**src/rtl/multicycle_ctrl.sv**
```systemverilog
// Multi-cycle sequencer for the RV32 subset core: fetch, decode, execute,
// memory and write-back phases with memory-wait timeout, trap halt and instret.
module multicycle_ctrl #(
  parameter int MEM_TIMEOUT = 16,
  parameter int CNT_W       = 32
) (
  input  logic             clk,
  input  logic             rst,
  input  logic [6:0]       opcode,
  input  logic [2:0]       funct3,
  input  logic [6:0]       funct7,
  input  logic             alu_zero,
  input  logic             alu_lt,
  input  logic             mem_ready,
  output logic             mem_req,
  output logic             mem_we,
  output logic             mem_sel,
  output logic             ir_write,
  output logic             pc_write,
  output logic             pc_src,
  output logic             reg_write,
  output logic [1:0]       wb_sel,
  output logic [5:0]       alu_op,
  output logic [2:0]       state,
  output logic             halted,
  output logic [1:0]       trap_cause,
  output logic [CNT_W-1:0] instret
);

  localparam logic [2:0] S_FETCH  = 3'd0;
  localparam logic [2:0] S_DECODE = 3'd1;
  localparam logic [2:0] S_EXEC   = 3'd2;
  localparam logic [2:0] S_MEM    = 3'd3;
  localparam logic [2:0] S_WB     = 3'd4;
  localparam logic [2:0] S_TRAP   = 3'd5;

  localparam logic [5:0] OP_NONE = 6'd0;
  localparam logic [5:0] OP_ADD  = 6'd1;
  localparam logic [5:0] OP_SUB  = 6'd2;
  localparam logic [5:0] OP_SLL  = 6'd3;
  localparam logic [5:0] OP_JAL  = 6'd4;
  localparam logic [5:0] OP_ADDI = 6'd5;
  localparam logic [5:0] OP_AND  = 6'd6;
  localparam logic [5:0] OP_OR   = 6'd7;
  localparam logic [5:0] OP_XOR  = 6'd8;
  localparam logic [5:0] OP_BLT  = 6'd9;
  localparam logic [5:0] OP_BEQ  = 6'd10;
  localparam logic [5:0] OP_SRL  = 6'd11;
  localparam logic [5:0] OP_LW   = 6'd12;
  localparam logic [5:0] OP_SW   = 6'd13;

  localparam logic [8:0] TIMEOUT = 9'(MEM_TIMEOUT);

  localparam logic [1:0] CAUSE_ILLEGAL = 2'd1;
  localparam logic [1:0] CAUSE_FETCH   = 2'd2;
  localparam logic [1:0] CAUSE_MEM     = 2'd3;

  function automatic logic [5:0] decode(input logic [6:0] op, input logic [2:0] f3,
                                        input logic [6:0] f7);
    logic [5:0] d;
    d = OP_NONE;
    case (op)
      7'b0110011: begin
        if (f7 == 7'b0000000) begin
          case (f3)
            3'b000:  d = OP_ADD;
            3'b001:  d = OP_SLL;
            3'b111:  d = OP_AND;
            3'b110:  d = OP_OR;
            3'b100:  d = OP_XOR;
            3'b101:  d = OP_SRL;
            default: d = OP_NONE;
          endcase
        end else if (f7 == 7'b0100000 && f3 == 3'b000) begin
          d = OP_SUB;
        end
      end
      7'b1101111: d = OP_JAL;
      7'b0010011: if (f3 == 3'b000) d = OP_ADDI;
      7'b1100011: begin
        case (f3)
          3'b100:  d = OP_BLT;
          3'b000:  d = OP_BEQ;
          default: d = OP_NONE;
        endcase
      end
      7'b0000011: if (f3 == 3'b010) d = OP_LW;
      7'b0100011: if (f3 == 3'b010) d = OP_SW;
      default:    d = OP_NONE;
    endcase
    return d;
  endfunction

  logic [2:0] next_state;
  logic [1:0] next_wb_sel;
  logic [1:0] next_cause;
  logic       retire;
  logic [5:0] dec_op;
  logic [7:0] wait_cnt;
  logic [8:0] wait_inc;
  logic       timed_out;

  assign dec_op    = decode(opcode, funct3, funct7);
  assign wait_inc  = {1'b0, wait_cnt} + 9'd1;
  assign timed_out = mem_req && !mem_ready && (wait_inc >= TIMEOUT);
  assign halted    = (state == S_TRAP);

  // Next-state and Mealy strobes; memory handshakes only count while mem_req is up.
  always_comb begin
    next_state  = state;
    next_wb_sel = wb_sel;
    next_cause  = trap_cause;
    retire      = 1'b0;
    mem_we      = 1'b0;
    mem_sel     = 1'b0;
    ir_write    = 1'b0;
    pc_write    = 1'b0;
    pc_src      = 1'b0;
    reg_write   = 1'b0;
    case (state)
      S_FETCH: begin
        if (mem_req && mem_ready) begin
          ir_write   = 1'b1;
          pc_write   = 1'b1;
          next_state = S_DECODE;
        end else if (timed_out) begin
          next_state = S_TRAP;
          next_cause = CAUSE_FETCH;
        end
      end
      S_DECODE: begin
        if (dec_op == OP_NONE) begin
          next_state = S_TRAP;
          next_cause = CAUSE_ILLEGAL;
        end else begin
          next_state = S_EXEC;
        end
      end
      S_EXEC: begin
        case (alu_op)
          OP_ADD, OP_SUB, OP_SLL, OP_AND, OP_OR, OP_XOR, OP_SRL, OP_ADDI: begin
            next_state  = S_WB;
            next_wb_sel = 2'd0;
          end
          OP_LW, OP_SW: next_state = S_MEM;
          OP_BEQ: begin
            pc_write   = alu_zero;
            pc_src     = 1'b1;
            next_state = S_FETCH;
            retire     = 1'b1;
          end
          OP_BLT: begin
            pc_write   = alu_lt;
            pc_src     = 1'b1;
            next_state = S_FETCH;
            retire     = 1'b1;
          end
          // Link source is chosen here so WB writes old_pc+4, not the new PC.
          OP_JAL: begin
            pc_write    = 1'b1;
            pc_src      = 1'b1;
            next_state  = S_WB;
            next_wb_sel = 2'd2;
          end
          default: begin
            next_state = S_TRAP;
            next_cause = CAUSE_ILLEGAL;
          end
        endcase
      end
      S_MEM: begin
        mem_sel = 1'b1;
        mem_we  = mem_req && (alu_op == OP_SW);
        if (mem_req && mem_ready) begin
          if (alu_op == OP_SW) begin
            next_state = S_FETCH;
            retire     = 1'b1;
          end else begin
            next_state  = S_WB;
            next_wb_sel = 2'd1;
          end
        end else if (timed_out) begin
          next_state = S_TRAP;
          next_cause = CAUSE_MEM;
        end
      end
      S_WB: begin
        reg_write  = 1'b1;
        next_state = S_FETCH;
        retire     = 1'b1;
      end
      S_TRAP: next_state = S_TRAP;
      default: begin
        next_state = S_TRAP;
        next_cause = CAUSE_ILLEGAL;
      end
    endcase
  end

  // mem_req is registered from the next state so it is low in the cycle after reset.
  always_ff @(posedge clk) begin
    if (rst) begin
      state      <= S_FETCH;
      alu_op     <= OP_NONE;
      wb_sel     <= 2'd0;
      trap_cause <= 2'd0;
      instret    <= '0;
      wait_cnt   <= 8'd0;
      mem_req    <= 1'b0;
    end else begin
      state      <= next_state;
      wb_sel     <= next_wb_sel;
      trap_cause <= next_cause;
      mem_req    <= (next_state == S_FETCH) || (next_state == S_MEM);
      if (state == S_DECODE) alu_op <= dec_op;
      if (retire) instret <= instret + CNT_W'(1);
      if ((next_state != state) && ((next_state == S_FETCH) || (next_state == S_MEM)))
        wait_cnt <= 8'd0;
      else if (mem_req && mem_ready)
        wait_cnt <= 8'd0;
      else if (mem_req)
        wait_cnt <= wait_cnt + 8'd1;
    end
  end

endmodule

```
**config.mk**
```make
export PLATFORM = sky130hd
export DESIGN_NAME = multicycle_ctrl
export DESIGN_NICKNAME = d
export VERILOG_FILES = /design/src/rtl/multicycle_ctrl.sv
export SDC_FILE = /design/constraint.sdc
export NUM_CORES = 1
export LEC_CHECK = 0
export ABC_AREA = 1
export BUFFER_PORTS_ARGS = -buffer_cell sky130_fd_sc_hd__buf_2
export CAP_MARGIN = 20
export CORE_MARGIN = 2
export CORE_UTILIZATION = 61
export CTS_BUF_LIST = sky130_fd_sc_hd__clkbuf_4 sky130_fd_sc_hd__clkbuf_8
export CTS_CLUSTER_SIZE = 40
export DETAILED_ROUTE_END_ITERATION = 6
export HOLD_SLACK_MARGIN = 0.02
export PLACE_DENSITY = 0.87
export REMOVE_ABC_BUFFERS = 1
export SYNTH_ARGS = -nofsm -noshare
export SYNTH_HDL_FRONTEND = slang
export SYNTH_SLANG_ARGS = --single-unit
export TNS_END_PERCENT = 30
```
**constraint.sdc**
```tcl
create_clock -name clk -period 3.2 [get_ports clk]
set_input_delay 0.16 -clock clk [delete_from_list [all_inputs] [get_ports clk]]
set_output_delay 0.16 -clock clk [all_outputs]
set_load 0.01 [all_outputs]
```
# After elaboration in Yosys (flattened, before gate mapping)

Index checks and enable logic that the tools add are counted.

Input port bits: 22
Output and inout port bits: 53
Register bits after elaboration: 54
Word-level logic and storage cells: 117

Equality and inequality tests: 42
Muxes and demuxes: 39
Bitwise gates (word level): 1
Order comparisons: 1
Reductions and logical operators: 24
Add/subtract/negate cells: 3

Operator list:

| cell                  | count |
|---|---|
| $eq 6x4->1 const B    | 6 |
| $pmux 6 s6            | 1 |
| $add 32x1->32 const B | 1 |
| $eq 6x3->1 const B    | 4 |
| $pmux 4 s6            | 1 |
| $eq 7x6->1 const B    | 3 |
| $eq 3x3->1 const B    | 6 |
| $mux 2                | 9 |
| $mux 3                | 6 |
| $ne 2x2->1 const B    | 8 |
| $pmux 3 s5            | 1 |
| $eq 7x7->1 const B    | 2 |
| $reduce_or 13->1      | 1 |
| $eq 3x2->1 const B    | 4 |
| $eq 6x2->1 const B    | 2 |
| $mux 1                | 10 |
| $pmux 2 s5            | 1 |
| $add 8x1->9 const B   | 1 |
| $ge 9x5->1 const B    | 1 |
| $logic_not 3->1       | 3 |
| $pmux 3 s3            | 1 |
| $reduce_or 9->1       | 1 |
| $add 8x1->8 const B   | 1 |
| $mux 4                | 2 |
| 23 further kinds      | 34 |

# Longest topological paths before layout

Gate-level depths: netlist of the first run.

Depth after elaboration: 12
Depth in mapped cells: 17

# Worst setup path after synthesis of the first run

Ideal clock, no wire load.

Path kind: register -> register
Start: register instret[0]
End: register instret[18]
Arrival time: 1.814 ns
Path buffers: 0
Cell stages (with the launch flop): 11
Clock period less this slack: 1.945 ns
Slack: 1.255 ns
Cells stage by stage: dfxtp_1 ha_1 inv_1 nor2_1 nand4_4 nor2_4 nand3_2 nor2_4 nand2_1 nor2_1 nor3b_2

Cells in the longest elaborated chain, start to end: 1

RTL lines:

| element                | RTL line | source |
|---|---|---|
| from (decl)            | 27       | `output logic [CNT_W-1:0] instret` |
| from (signal assigned) | 216      | `if (retire) instret <= instret + CNT_W'(1);` |
| $add 32x1->32          | 216      |  |

Every way passes these cells.
A chain may end at the register's enable or synchronous reset.

# Worst setup path in the final report of the first run

Start: register instret[0]
End: register instret[28]

Same word-level chain as after synthesis.

==> impl_metrics.yaml, run 1 <==
finish:
  syn_to_final_growth_pct: 16.0
  nFillCells: 483
  antenna_cells: 0
  final_util_pct: 72.1
  drive_above_1_share_pct: 17.5
  design_area_mm2: 0.00390
  fin_nets: 636
floorplan:
  fp.dieH_um: 78.2
  initial_utilization_pct: 62.2
  die_x_um: 78.2
  rows: 27
  core_area_mm2: 0.00541
  num_io_pins: 75
  dieArea_mm2: 0.00612
place:
  hpwl_mm: 6.38
  place_area_mm2: 0.00377
  io_buffer_count: 72
  globalplace.congestion: 0.924
critical_path:
  slowest_delay_ps: 510
  criticalPathCategory: "reg -> reg"
  cp-end-kind: "flip-flop"
  worstPathArrival_ps: 2550
  r2r_slack_ps: 890
  cp-start-kind: "flip-flop"
  path_buf_inv: 1
  cp.required_ps: 3440
  slowest_stage: "dfxtp_1"
  crit_fanout: 6
  r2r_start: "instret[0]"
  cp_cell_sequence: "ha_1 > inv_1 > nor2_1 > nand3_1 > nor4_1 > xor2_1 > nand2_1 > a21oi_1"
  crit_start: "instret[0]"
  path_delay_family: "simple AND/OR/NAND/NOR gates"
routing:
  num_vias: 3556
  wl_per_cell_um: 11.9
  dr_wl_met3_um: 374
  vias_per_cell: 5.20
  routed_wl_mm: 8.12
  wl_met1_mm: 3.78
  met2_length_mm: 3.90
  drt_pass1_iterations: 5
  drt-initial-drc-count: 298
  top_layer_used: "met4"
  drtAntennaViolNets: 0
  drc: 0
synthesis:
  yosysWarnings: 0
  yosysTopAreaCellShare_pct: 31.0
  synth_most_common_cell: "nand2_1"
  yosysSeqAreaShare_pct: 31.0
  synth_cell_types: 37
  synth_seq_cells: 52
  netlist.top_cell.by_area: "dfxtp_1"
  synth.area.top_cells: "dfxtp_1 (31%), nand2_1 (15%), nor2_1 (9.2%), inv_1 (8.0%), a21oi_1 (6.0%)"
  synth_async_sr_flop_share_pct: 0
  synth_commonest_cells: "nand2_1 (138), nor2_1 (82), inv_1 (72), dfxtp_1 (52), a21oi_1 (40)"
  syn_area_mm2: 0.00336
  synth-main-ff-cell: "dfxtp_1"
  syn_inst: 540
  avgSynthCellArea_um2: 6.22
  synth_edf_count: 0
sta:
  final_min_period_over_clock_period_pct: 72.1
  fin_skew_ps: 13.3
  tightest_slew_ps: 592
  timing.fmax_mhz: 434
  tns_ps: 0
  setup_viol: 0
  rsz0062_at_grt: "no"
  relSlewSlack_pct: 60.2
  finalHoldViolations: 0
  slew_viol_final: 0
  layout_min_cycle_time_ps: 2310
grt:
  grt_pass1_vias: 3148
  antenna_found_initial: 0
  grt_max_degree: 29
  grt_pass1_wl_mm: 13.7
  grt_usage_pct: 26.9
  grt.overflow.total: 0
clock_tree:
  cts_buffer_depth: 2
  cts.clk_slew.worst_paths_ps: 100
  holdBufCountCts: 0
  cts_made_buffers: 5
  clock_latency_ps: 310
  cts_root_buffer: "clkbuf_8"
  cts_tree: "done"
  postCtsSetupBuffers: 0
  cts_htree_levels: 2
  cts.sinks: 52
  cts.repair.resized: 0
outcome:
  status: "complete, no violations"
power_and_ir_drop:
  p_leak_nw: 1.82
  switching_share_pct: 39.0
  p_int_mw: 1.25
  p_seq_share_pct: 40.9
  p_sw_uw: 796
  peakVddDrop_mv: 0.283
  combPwrFrac_pct: 34.7
  pwr-share-clk_pct: 24.4
  p_per_area_mw_per_mm2: 524
hold_path:
  min_from: "funct3[2]"
  hold_path.class: "in -> reg"
job:
  drv_cap: 0
[tightest hold or removal path: cells and delay by family]
| family | cells | cell delay [ps] |
|---|---|---|
| and+or+nand+nor | 2 | 170 |
| AOI/OAI and AO/OA | 1 | 80 |
| buffers and inverters | 2 | 160 |
[cell families (layout without fill, tap and decap cells)]
logic type | after synthesis | after routing | synth area share, %
flip-flops | 52 | 52 | 31.0
multiplexers | 1 | 1 | 0.298
buffers and inverters | 85 | 156 | 9.79
AND/OR/NAND/NOR | 310 | 310 | 42.3
XOR/XNOR | 15 | 15 | 3.91
adder cells (fa/ha/maj) | 3 | 3 | 1.12
AO/OA/AOI/OAI | 73 | 73 | 11.5
other | 1 | 2 | 0.112
[per-stage QoR]
step,setup WS [ps],hold slack [ps],instances,power (mW)
5_1_grt,643,340,684,2.19
2_1_floorplan,1240,229,532,1.34
3_3_place_gp,967,451,676,1.54
3_5_place_dp,920,457,676,1.55
6_report,893,301,684,2.04
4_1_cts,901,298,684,2.05
[power groups by stage]
stage	clock, mW	sequential [mW]	combinational (mW)
3_3_place_gp	0	0.846	0.690
4_1_cts	0.503	0.834	0.709
3_5_place_dp	0	0.849	0.701
2_1_floorplan	0	0.849	0.493
6_report	0.498	0.836	0.709
5_1_grt	0.525	0.851	0.809
[worst paths after layout]
kind | to | cells past startpoint
hold reg to reg | wb_sel[0] | 2
hold / removal | alu_op[0] | 5
setup reg to reg | instret[28] | 8
setup / recovery | instret[28] | 8
[layout by cell type, fill, tap and decap left out, drive strengths merged]
cell type,netlist,layout
nand2,144,144
nor2,92,92
inv,76,76
buf,4,72
dfxtp,52,52
nand3,41,41
a21oi,40,40
o21ai,25,25
nor3,14,14
xor2,9,9
nand4,8,8
nor4,7,7
clkbuf,5,7
xnor2,6,6
ha,3,3
o21a,2,2
o21bai,2,2
conb,1,2
nor3b,2,2
nand3b,2,2
a211oi,1,1
a221oi,1,1
o22ai,1,1
o211ai,1,1
mux2i,1,1
bufinv,0,1
[routing by layer]
layer  vias to the layer above  global-route usage (%)
met1                      1594                    36.4
met3                         6                    3.68
met5                         -                       0
met4                         0                    5.96
met2                        91                    45.9
li1                       1865                       -
[flip-flops by register name, summed over array words and instances, names as in the netlist]
signal      cells
instret        32
wait_cnt        8
alu_op          4
state           3
trap_cause      2
wb_sel          2
mem_req         1
[cell type report]
class / count / area (um^2) / share of cell area [%]
Clock buffer: 7 / 96.3 / 2.47
Clock inverter: 1 / 30.0 / 0.770
Inverter: 76 / 285 / 7.32
Multi-Input combinational cell: 404 / 1990 / 51.2
Sequential cell: 52 / 1040 / 26.7
Tap cell: 72 / 90.1 / 2.31
Timing Repair Buffer: 72 / 360 / 9.25
No activity file was read; power rests on OpenSTA's default activity.
==> inputs of run 2 (changes only) <==
Settings changed: CORE_UTILIZATION 61 to 51, PLACE_DENSITY 0.87 to 0.78.
Clock period 3.2 ns to 1.86 ns, I/O delays scaled along.
==> impl_metrics.yaml, run 2 (synthesized netlist as in run 1, its figures left out) <==
clock_tree:
  cts.sinks: 52
  cts_htree_levels: 2
  cts_buffer_depth: 2
  clock_latency_ps: 310
  cts.clk_slew.worst_paths_ps: 90
  cts_root_buffer: "clkbuf_8"
  cts_made_buffers: 5
  cts_tree: "done"
  holdBufCountCts: 0
floorplan:
  initial_utilization_pct: 52.9
  fp.dieH_um: 85.2
  core_area_mm2: 0.00635
  dieArea_mm2: 0.00725
  num_io_pins: 75
  die_x_um: 85.2
  rows: 29
finish:
  largest_reg_flops: 32
  syn_to_final_growth_pct: 32.8
  final_cells: 742
  layout_commonest_cell: "nand2_1"
  reg_top3: "instret (32), wait_cnt (8), alu_op (4)"
  fin_nets: 689
  nFillCells: 527
  largest-register: "instret"
  drive_above_1_share_pct: 30.5
  most-common-layout-cells: "nand2_1 (126), nor2_1 (74), buf_2 (72)"
  antenna_cells: 0
critical_path:
  r2r-end: "wait_cnt[2]"
  crit_fanout: 8
  slowest_delay_ps: 370
  criticalPathCategory: "reg -> reg"
  ff2ff_path_depth: 16
  crit_start: "wait_cnt[1]"
  worstPathArrival_ps: 2090
  cpMostUsedCell: "nand2_4"
  r2r_slack_ps: -40
  cp-end-kind: "flip-flop"
  cp.required_ps: 2050
  cp_cell_sequence: "ha_4 > nand3_4 > o21bai_1 > nand2_1 > nor2_2 > nand3_2 > nand2_4 > nand2_4 > nand2_4 > nand2_2 > nor2_2 > nand3_2 > nand2_2 > nand2_2 > nand2_4 > nor2_1"
  r2r_start: "wait_cnt[1]"
  cp-start-kind: "flip-flop"
  slowest_stage: "dfxtp_2"
place:
  globalplace.congestion: 0.921
  io_buffer_count: 72
  placedCellCount: 729
  pre_cts_slack_ps: -210
  hpwl_mm: 6.97
sta:
  setup_ws_ps: -40.7
  finalHoldViolations: 0
  setup_viol: 9
  hold_slack_ps: 126
  tightest_slew_ps: 543
  fin_skew_ps: 15.6
  slew_viol_final: 0
  layout_min_cycle_time_ps: 1900
  relSlewSlack_pct: 63.8
  final_min_period_over_clock_period_pct: 102
  rsz0062_at_grt: "yes"
  timing.fmax_mhz: 526
hold_path:
  hold_path.class: "in -> reg"
  whs_endpoint: "trap_cause[1]"
  min_from: "rst"
  hold_depth: 2
job:
  drv_cap: 0
routing:
  vias_per_cell: 5.16
  num_vias: 3828
  routed_wl_mm: 9.02
  drc: 0
  top_layer_used: "met4"
  wl_per_cell_um: 12.2
  drt-initial-drc-count: 214
  drt_pass1_iterations: 5
  wl_met1_mm: 3.99
  dr_wl_met3_um: 433
  drtAntennaViolNets: 0
  met2_length_mm: 4.51
grt:
  grt_usage_pct: 23.7
  antenna_found_initial: 0
  grt_pass1_wl_mm: 14.3
  grt.overflow.total: 0
  grt_max_degree: 19
  grt_pass1_vias: 3279
power_and_ir_drop:
  peakVddDrop_mv: 0.567
  p_per_area_mw_per_mm2: 897
  p_leak_nw: 2.13
outcome:
  violations: "negative setup slack"
  status: "finished with violations"
[run 2: where the power goes]
part           internal, mW  switching (mW)  leakage [nW]
logic                 0.785            1.11          1.65
clock network         0.334           0.370        0.0523
registers              1.27           0.139         0.427
total                  2.39            1.61          2.13
[run 2: critical path, delay by kind of cell, from the launching register on]
family,cells,cell delay (ps)
simple gates,14,1150
flops,1,370
fa+ha+maj,1,160
compound gates,1,120
[run 2: metrics by stage]
stage / total power, mW / util (%) / area, um^2 / setup TNS, ps
floorplan: 2.31 / - / 3320 / -555
global placement: 2.94 / 65.2 / 4140 / -308
detailed placement: 2.99 / 65.2 / 4140 / -1790
CTS: 3.78 / 67.9 / 4310 / -107
global route: 4.27 / 70.3 / 4460 / -1960
finish: 4.00 / 70.3 / 4460 / -307
[run 2: cell type report]
class / count / area, um^2 / area share [%]
clock buffers: 8 / 97.6 / 2.19
flip-flops and latches: 52 / 1060 / 23.8
inverters: 76 / 285 / 6.39
repair buffers: 125 / 762 / 17.1
multi-input cells: 404 / 2160 / 48.4
well taps: 77 / 96.3 / 2.16
[run 2: timing repair]
action / in CTS / in global routing
pin swaps: 3 / 21
gates resized for setup: 22 / 36
buffers inserted: 2 / 3
setup endpoints to repair: 17 / 33
[run 2: worst max-delay path by stage]
stage	end	slack [ps]
CTS	wait_cnt[5]	-10
global placement	wait_cnt[0]	-40
floorplan	instret[19]	-100
finish	wait_cnt[2]	-40
detailed placement	wait_cnt[5]	-210
global route	wait_cnt[5]	-150
[run 2: layer usage]
metal  GRT usage [%]  vias to the layer above
li1                -                     1979
met1            31.0                     1723
met2            41.2                      117
met3            2.92                        9
met4            6.64                        0
met5               0                        -
